==> src/rtl/mips_cpu_regfile_pkg.sv <==
// Shared constants and types for the MIPS general-purpose register file.
package mips_cpu_regfile_pkg;

    // Architectural register numbers with a fixed role
    localparam int REG_ZERO = 0;
    localparam int REG_V0   = 2;
    localparam int REG_RA   = 31;

    // Native MIPS word width
    localparam int DEFAULT_DATA_W = 32;

    // Architectural 5-bit register specifier
    typedef logic [4:0] reg_addr_t;

endpackage

==> src/rtl/mips_cpu_regfile_rdport.sv <==
// One combinational read port of the register file.
// Handles the hard-wired zero register, optional same-cycle write forwarding
// and the pending-load flag for the addressed register.
module mips_cpu_regfile_rdport
    import mips_cpu_regfile_pkg::*;
#(
    parameter int DATA_W = DEFAULT_DATA_W,
    parameter int ADDR_W = 5,
    parameter int BYPASS = 1
) (
    input  logic [ADDR_W-1:0]      addr,
    input  logic [DATA_W-1:0]      regs [2**ADDR_W],
    input  logic [2**ADDR_W-1:0]   busy,
    input  logic                   wr0_en,
    input  logic [ADDR_W-1:0]      wr0_addr,
    input  logic [DATA_W-1:0]      wr0_data,
    input  logic                   wr1_en,
    input  logic [ADDR_W-1:0]      wr1_addr,
    input  logic [DATA_W-1:0]      wr1_data,
    output logic [DATA_W-1:0]      data,
    output logic                   pending
);

    logic is_zero;
    logic hit0;
    logic hit1;

    assign is_zero = (addr == ADDR_W'(REG_ZERO));
    assign hit0    = wr0_en && (wr0_addr == addr);
    assign hit1    = wr1_en && (wr1_addr == addr);

    // Select stored value, forwarded write data (load port has priority), or zero
    always_comb begin
        data    = regs[addr];
        pending = busy[addr];
        if (BYPASS != 0) begin
            if (hit0) begin
                data = wr0_data;
            end
            if (hit1) begin
                // The returning load both supplies the data and retires the pending flag
                data    = wr1_data;
                pending = 1'b0;
            end
        end
        if (is_zero) begin
            data    = '0;
            pending = 1'b0;
        end
    end

endmodule

==> src/rtl/mips_cpu_regfile_mp.sv <==
// Multi-port MIPS GPR file with HI/LO and a busy scoreboard for outstanding loads.
// Two write ports (wr0 = ALU writeback, wr1 = load writeback), NUM_RD
// combinational read ports, plus a dedicated observation port for $v0.
module mips_cpu_regfile_mp
    import mips_cpu_regfile_pkg::*;
#(
    parameter int DATA_W = DEFAULT_DATA_W,
    parameter int ADDR_W = 5,
    parameter int NUM_RD = 2,
    parameter int BYPASS = 1
) (
    input  logic                       clk,
    input  logic                       reset,
    input  logic                       wr0_en,
    input  logic [ADDR_W-1:0]          wr0_addr,
    input  logic [DATA_W-1:0]          wr0_data,
    input  logic                       wr1_en,
    input  logic [ADDR_W-1:0]          wr1_addr,
    input  logic [DATA_W-1:0]          wr1_data,
    input  logic                       busy_set_en,
    input  logic [ADDR_W-1:0]          busy_set_addr,
    input  logic [NUM_RD*ADDR_W-1:0]   rd_addr,
    output logic [NUM_RD*DATA_W-1:0]   rd_data,
    output logic [NUM_RD-1:0]          rd_busy,
    input  logic                       hilo_we,
    input  logic [DATA_W-1:0]          hi_in,
    input  logic [DATA_W-1:0]          lo_in,
    output logic [DATA_W-1:0]          hi_out,
    output logic [DATA_W-1:0]          lo_out,
    output logic [DATA_W-1:0]          register_v0
);

    localparam int                DEPTH   = 2**ADDR_W;
    localparam logic [ADDR_W-1:0] ZERO_A  = ADDR_W'(REG_ZERO);
    localparam logic [ADDR_W-1:0] V0_A    = ADDR_W'(REG_V0);

    logic [DATA_W-1:0] regs [DEPTH];
    logic [DEPTH-1:0]  busy;
    logic [DATA_W-1:0] hi;
    logic [DATA_W-1:0] lo;
    logic              v0_pending;

    logic wr0_ok;
    logic wr1_ok;
    logic set_ok;

    // Writes and busy sets aimed at $zero are discarded
    assign wr0_ok = wr0_en      && (wr0_addr      != ZERO_A);
    assign wr1_ok = wr1_en      && (wr1_addr      != ZERO_A);
    assign set_ok = busy_set_en && (busy_set_addr != ZERO_A);

    // GPR storage; wr1 is issued last so it wins a same-address collision
    always_ff @(posedge clk) begin
        if (reset) begin
            for (int i = 0; i < DEPTH; i++) begin
                regs[i] <= '0;
            end
        end else begin
            if (wr0_ok) begin
                regs[wr0_addr] <= wr0_data;
            end
            if (wr1_ok) begin
                regs[wr1_addr] <= wr1_data;
            end
        end
    end

    // Load scoreboard; a fresh issue outranks a completing load to the same register
    always_ff @(posedge clk) begin
        if (reset) begin
            busy <= '0;
        end else begin
            if (wr1_ok) begin
                busy[wr1_addr] <= 1'b0;
            end
            if (set_ok) begin
                busy[busy_set_addr] <= 1'b1;
            end
        end
    end

    // HI/LO pair updated together by multiply/divide results
    always_ff @(posedge clk) begin
        if (reset) begin
            hi <= '0;
            lo <= '0;
        end else if (hilo_we) begin
            hi <= hi_in;
            lo <= lo_in;
        end
    end

    assign hi_out = hi;
    assign lo_out = lo;

    // One read port per packed address slot
    for (genvar g = 0; g < NUM_RD; g++) begin : g_rd
        mips_cpu_regfile_rdport #(
            .DATA_W (DATA_W),
            .ADDR_W (ADDR_W),
            .BYPASS (BYPASS)
        ) u_port (
            .addr     (rd_addr[g*ADDR_W +: ADDR_W]),
            .regs     (regs),
            .busy     (busy),
            .wr0_en   (wr0_en),
            .wr0_addr (wr0_addr),
            .wr0_data (wr0_data),
            .wr1_en   (wr1_en),
            .wr1_addr (wr1_addr),
            .wr1_data (wr1_data),
            .data     (rd_data[g*DATA_W +: DATA_W]),
            .pending  (rd_busy[g])
        );
    end

    // $v0 observation port behaves exactly like a read port fixed on register 2
    mips_cpu_regfile_rdport #(
        .DATA_W (DATA_W),
        .ADDR_W (ADDR_W),
        .BYPASS (BYPASS)
    ) u_v0 (
        .addr     (V0_A),
        .regs     (regs),
        .busy     (busy),
        .wr0_en   (wr0_en),
        .wr0_addr (wr0_addr),
        .wr0_data (wr0_data),
        .wr1_en   (wr1_en),
        .wr1_addr (wr1_addr),
        .wr1_data (wr1_data),
        .data     (register_v0),
        .pending  (v0_pending)
    );

    // The $v0 pending flag has no consumer; fold it away without a dangling net
    logic unused_ok;
    assign unused_ok = &{1'b0, v0_pending};

endmodule

==> config.mk <==
export PLATFORM = sky130hd
export DESIGN_NAME = mips_cpu_regfile_mp
export DESIGN_NICKNAME = d
export VERILOG_FILES = /design/src/rtl/mips_cpu_regfile_pkg.sv /design/src/rtl/mips_cpu_regfile_rdport.sv /design/src/rtl/mips_cpu_regfile_mp.sv
export SDC_FILE = /design/constraint.sdc
export NUM_CORES = 2
export LEC_CHECK = 0
export BUFFER_PORTS_ARGS = -buffer_cell sky130_fd_sc_hd__buf_2
export CORE_MARGIN = 1
export CORE_UTILIZATION = 30
export DETAILED_ROUTE_END_ITERATION = 10
export HOLD_SLACK_MARGIN = 0.02
export RECOVER_POWER = 25
export SLEW_MARGIN = 5
export SYNTH_ARGS = -nofsm -noshare
export SYNTH_HDL_FRONTEND = slang
export SYNTH_SLANG_ARGS = --single-unit
==> constraint.sdc <==
create_clock -name clk -period 2.6 [get_ports clk]
set_input_delay 0.39 -clock clk [delete_from_list [all_inputs] [get_ports clk]]
set_output_delay 0.39 -clock clk [all_outputs]
set_load 0.01 [all_outputs]
Yosys cells after proc, flatten, opt, wreduce, memory -nomap -nowiden:

Cells that the tools add are included.
W data, S select, Z words.

* flip-flop bits (word level): 1120
* input bits: 159
* output and inout port bits: 162
* logic and storage cells: 116

* $lt $le $gt $ge: 12
* equality and inequality tests: 6
* muxes and demuxes: 38
* bitwise gates (word level): 7
* reductions and logical operators: 18

Operators by type and width (number)
* $mux W1024: 3
* $bwmux W1024: 2
* $mux W32: 17
* $bmux W32 S5: 2
* $demux W32 S5: 2
* $and A32 B32 Y32: 1
* $not A32 Y32: 1
* $or A32 B32 Y32: 1
* $ge A6 B6 Y1 const B: 4
* $lt A5 B6 Y1 const B: 4
* $not A5 Y6: 4
* $eq A5 B5 Y1: 4
* $reduce_bool A5 Y1: 3
* $logic_and A1 B1 Y1: 13
* $lt A6 B1 Y1 const B: 2
* $bmux W1 S5: 2
* $demux W1 S5: 2
* $eq A5 B2 Y1 const B: 2
* $ge A5 B1 Y1 const B: 2
* $logic_not A5 Y1: 2
* $mux W1: 8

Longest topological paths before layout:

* depth after elaboration: 10
* depth in mapped cells: 10
* gate-level depth less buffers: 6

Hierarchy:

Synthesis repeated with hierarchy kept, for this count alone.

* cell total of the unflattened synthesis: 9430
* area total of the unflattened synthesis: 82147.5 um^2

Modules (own cells, without submodules)
* mips_cpu_regfile_mp: times used 1, cells an instance 6652, area each 53015.8 um^2, sequential area each 22421.5 um^2
* mips_cpu_regfile_rdport: times used 3, cells an instance 926, area each 9710.6 um^2, sequential area each 0.0 um^2

Worst setup path after synthesis:

OpenSTA, ideal clock, no wires.

* path kind: input -> output
* start point: input port rd_addr[5]
* end point: output port rd_busy[1]
* data arrival time: 2.296 ns
* required time: 2.210 ns
* slack: -0.086 ns
* stages on the path: 8
* cell sequence: buf_6 buf_6 buf_2 mux4_2 mux4_2 a22oi_1 nor2_1 buf_4

* cells in the longest elaborated chain, start to end: 4
* elaborated cells between the ends (all ways): 7
* those cells by class: eq/ne (1); mux (4); reduce/logical (2)

Ends and longest elaborated chain
* start, declared: RTL line mips_cpu_regfile_mp.sv:22 `input logic [NUM_RD*ADDR_W-1:0] rd_addr,`
* $bmux W1 S5 or $eq A5 B5 Y1 (tied branches): RTL line mips_cpu_regfile_rdport.sv:35, mips_cpu_regfile_rdport.sv:30
* $mux W1 (not written as such) or $logic_and A1 B1 Y1 (tied branches): RTL line mips_cpu_regfile_rdport.sv:35, mips_cpu_regfile_rdport.sv:30
* $mux W1: RTL line mips_cpu_regfile_rdport.sv:40 `if (hit1) begin`
* $mux W1 (*): RTL line mips_cpu_regfile_rdport.sv:46 `if (is_zero) begin`
* end, declared: RTL line mips_cpu_regfile_mp.sv:24 `output logic [NUM_RD-1:0] rd_busy,`

Every way passes the cells marked *; elsewhere a longest branch is shown, timed or not. The select of a mux whose other input is x is not followed.

Worst setup path after layout:

* start point: register regs[11] in the netlist's numbering
* end point: output port rd_data[43]

* cells in the longest elaborated chain, start to end: 6

Ends and longest elaborated chain
* start, declared: RTL line mips_cpu_regfile_mp.sv:37 `logic [DATA_W-1:0] regs [DEPTH];`
* start signal, assigned by index: RTL line mips_cpu_regfile_mp.sv:60 `regs[wr0_addr] <= wr0_data;`
* start signal, assigned by index: RTL line mips_cpu_regfile_mp.sv:63 `regs[wr1_addr] <= wr1_data;`
* $bmux W32 S5: RTL line mips_cpu_regfile_rdport.sv:34 `data = regs[addr];`
* $mux W32 (not written as such) (2 in series): RTL line mips_cpu_regfile_rdport.sv:34
* $mux W32: RTL line mips_cpu_regfile_rdport.sv:37 `if (hit0) begin`
* $mux W32: RTL line mips_cpu_regfile_rdport.sv:40
* $mux W32: RTL line mips_cpu_regfile_rdport.sv:46
* end, declared: RTL line mips_cpu_regfile_mp.sv:23 `output logic [NUM_RD*DATA_W-1:0] rd_data,`

Every way passes these cells. The select of a mux whose other input is x is not followed.

==> impl_metrics.yaml <==
floorplan:
  die-height_um: 474
  fp.dieW_um: 474
  initial_core_utilization_pct: 30.3
  core_area_um2: 221000
  floorplan.io_pins: 321
  placementRows: 172
  floorplan.die_area_um2: 225000
setup_path:
  slack_of_the_worst_reg_to_reg_path_ns: 1.21
  critical_path.max_fanout: 3
  critical_path_arrival_ns: 2.92
  rr_startpoint: "regs[947]$_SDFF_PP0_"
  setup.worst_path.end_class: "output pin"
  ff2ff_path_depth: 4
  crit_required_ns: 2.21
  kind_of_critical_path: "reg -> out"
  r2r_end: "regs[947]$_SDFF_PP0_"
  timing.critical_path.from_type: "register"
min_path:
  hold-path-cell-count: 3
  min-delay-path-class: "in -> reg"
  hold_path.startpoint: "wr1_data[19]"
  whs_endpoint: "regs[915]$_SDFF_PP0_"
synthesis:
  yosysSeqAreaShare_pct: 33.6
  synthDominantAreaCellType: "dfxtp_1"
  postSynthNetCount: 6870
  syn_area_um2: 66800
  synthDistinctLibCells: 56
  synthTopCellsByArea: "dfxtp_1, mux4_2, mux2i_1"
  edff_count_synth: 0
  synth.yosys.warnings: 0
  yosys.area.top_type_share_pct: 33.6
  postSynthAreaPerCell_um2: 9.95
  ys_seq_elements: 1120
  postSynthCellCount: 6711
  synth_top_flop_cell: "dfxtp_1"
  async_reset_ff_share_pct: 0
clock_network:
  cts-htree-levels: 3
  insertion_delay_ns: 0.76
  cts_buffers: 118
  clock_sink_count: 1120
  clkSlewWorstSetupHoldPaths_ns: 0.06
  cts_buffer_depth: 3
  cts_root_buffer: "clkbuf_16"
  cts_tree: "yes"
pwr:
  ir_drop_v: 0.000529
  power-per-cell-area_nw_per_um2: 502
  post-layout-total-power_mw: 42.5
  total_leakage_power_nw: 32.8
timing:
  finalHoldViolCount: 0
  final-max-slew-violation-count: 25
  worst_slew_margin_rel_pct: -57.9
  skew_ns: 0
  tightest_slew_ns: 2.37
  setup_viol_count_final: 1010
  setup_ws_ns: -0.712
  final_period_demand_of_the_worst_path_ns: 3.31
  post-route-period-util_pct: 127
  rsz_0062_raised_after_global_routing: "true"
  achievable-frequency_mhz: 302
routing:
  wirelength_um: 328000
  num_vias: 63502
  drtAntennaViolNets: 0
  routed_wirelength_normalized_by_instance_count_um: 32.6
  post_drt_via_cell_ratio: 6.29
  initial_drt_markers: 9262
  post_detailed_route_drc_marker_count: 0
  drt_pass1_iterations: 8
place:
  dp_hpwl_um: 211000
  portBuffers: 320
  postPlaceCellArea_um2: 76000
  gp_congestion: 0.985
run:
  max_cap_violations: 1
layout:
  mostFrequentLayoutCells: "nor2_1, mux2i_1, dfxtp_1, a211oi_1, mux4_2"
  final-seq-area_um2: 22700
  finish.instance_area_um2: 84600
  layout.cells.most_common: "nor2_1"
  area_grow_syn2layout_pct: 26.7
  fillers: 21051
  multiInputGateArea_um2: 43000
  nNetsFinal: 7178
  ratio_of_cells_with_drive_above_1_in_the_final_layout_pct: 32.7
global_routing:
  gr-usage-all-layers_pct: 28.2
  antenna_found_initial: 19
  grt_max_degree: 120
  number_of_global_route_vias_before_repair: 60825
  global_route_wire_length_before_repair_um: 458000
  grt.overflow.total: 0
status:
  run_status: "finished with violations"
  violations: "max-capacitance violations, max-slew violations, negative setup slack"
report_power, final:
| part | internal (mW) | switching (mW) |
|---|---|---|
| combinational | 2.48 | 3.88 |
| clock | 10.4 | 7.94 |
| sequential | 17.5 | 0.275 |
| total | 30.4 | 12.1 |
through the flow:
step                setup slack, ns  std cells  util [%]  TNS [ns]  hold slack (ns)
floorplan                   -0.0293       6711         -    -0.261            0.451
global placement              -1.25       9698      34.5    -49.28            0.464
detailed placement            -1.22       9698      34.5    -48.49            0.467
CTS                          -0.728      10026      37.8    -34.31           0.0210
global route                 -0.766      10084      38.4   -209.83           0.0764
finish                       -0.712      10089      38.4   -264.56           0.0682
timing repair:
action,in CTS,in global routing
endpoints found under the setup margin,97,91
cloned,3,7
hold buffers,72,0
endpoints found under the hold margin,90,0
pin swaps,112,79
buffers inserted,76,45
resized for setup,500,164
kinds of logic after synthesis:
logic type,synth area share (%)
buf+inv,6.14
compound gates,15.0
flops,33.6
simple gates,9.97
xor+xnor,0.262
mux,35.1
metal layers:
metal | wire length, µm | vias up | global-route usage, % | part of all wire [%]
met3 | 39700 | 1511 | 7.85 | 12
li1 | - | 25958 | - | -
met2 | 139000 | 4895 | 41.6 | 42
met1 | 114000 | 31130 | 33.3 | 35
met4 | 35200 | 8 | 25.5 | 11
met5 | 43 | - | 0 | 0.013
flip-flops by register name (all words and copies together), names as in the netlist:
name    count
busy       32
hi_out     32
lo_out     32
regs     1024
final cells by class:
cell class	count	share of cell area (%)
diodes	14	0.0414
clock inverters	41	0.689
flip-flops and latches	1120	26.8
inverters	10	0.0443
well taps	2958	4.37
repair buffers	1135	13.1
multi-input cells	4634	50.8
clock buffers	177	4.12
worst max path at each step:
stage,startpoint,end,slack [ns],cells past startpoint
floorplan,rd_addr[5],rd_busy[1],-0.03,8
global placement,rd_addr[0],rd_data[11],-1.25,10
detailed placement,rd_addr[1],rd_data[4],-1.22,10
CTS,regs[797]$_SDFF_PP0_,rd_data[61],-0.73,6
global route,regs[517]$_SDFF_PP0_,rd_data[37],-0.77,5
finish,regs[11]$_SDFF_PP0_,rd_data[43],-0.71,5
critical path, cell delays in order, from the launching register on:
cell,delay (ns)
dfxtp_1,0.32
mux4_2,0.50
mux4_2,0.57
nor2b_4,0.16
a221o_2,0.41
buf_6,0.16
synthesized netlist by cell type (37+ instances only):
library cell / number
a211oi_1: 875
a21oi_1: 55
a221oi_1: 41
a22o_1: 37
a22oi_1: 67
a311oi_1: 96
buf_1: 136
buf_2: 141
buf_4: 50
clkbuf_1: 586
dfxtp_1: 1120
mux2_2: 57
mux2i_1: 1111
mux4_2: 519
nand2_1: 169
nand3_1: 134
nor2_1: 1130
nor2b_1: 93
o22ai_1: 41
Power figures use the tool's default switching activity.
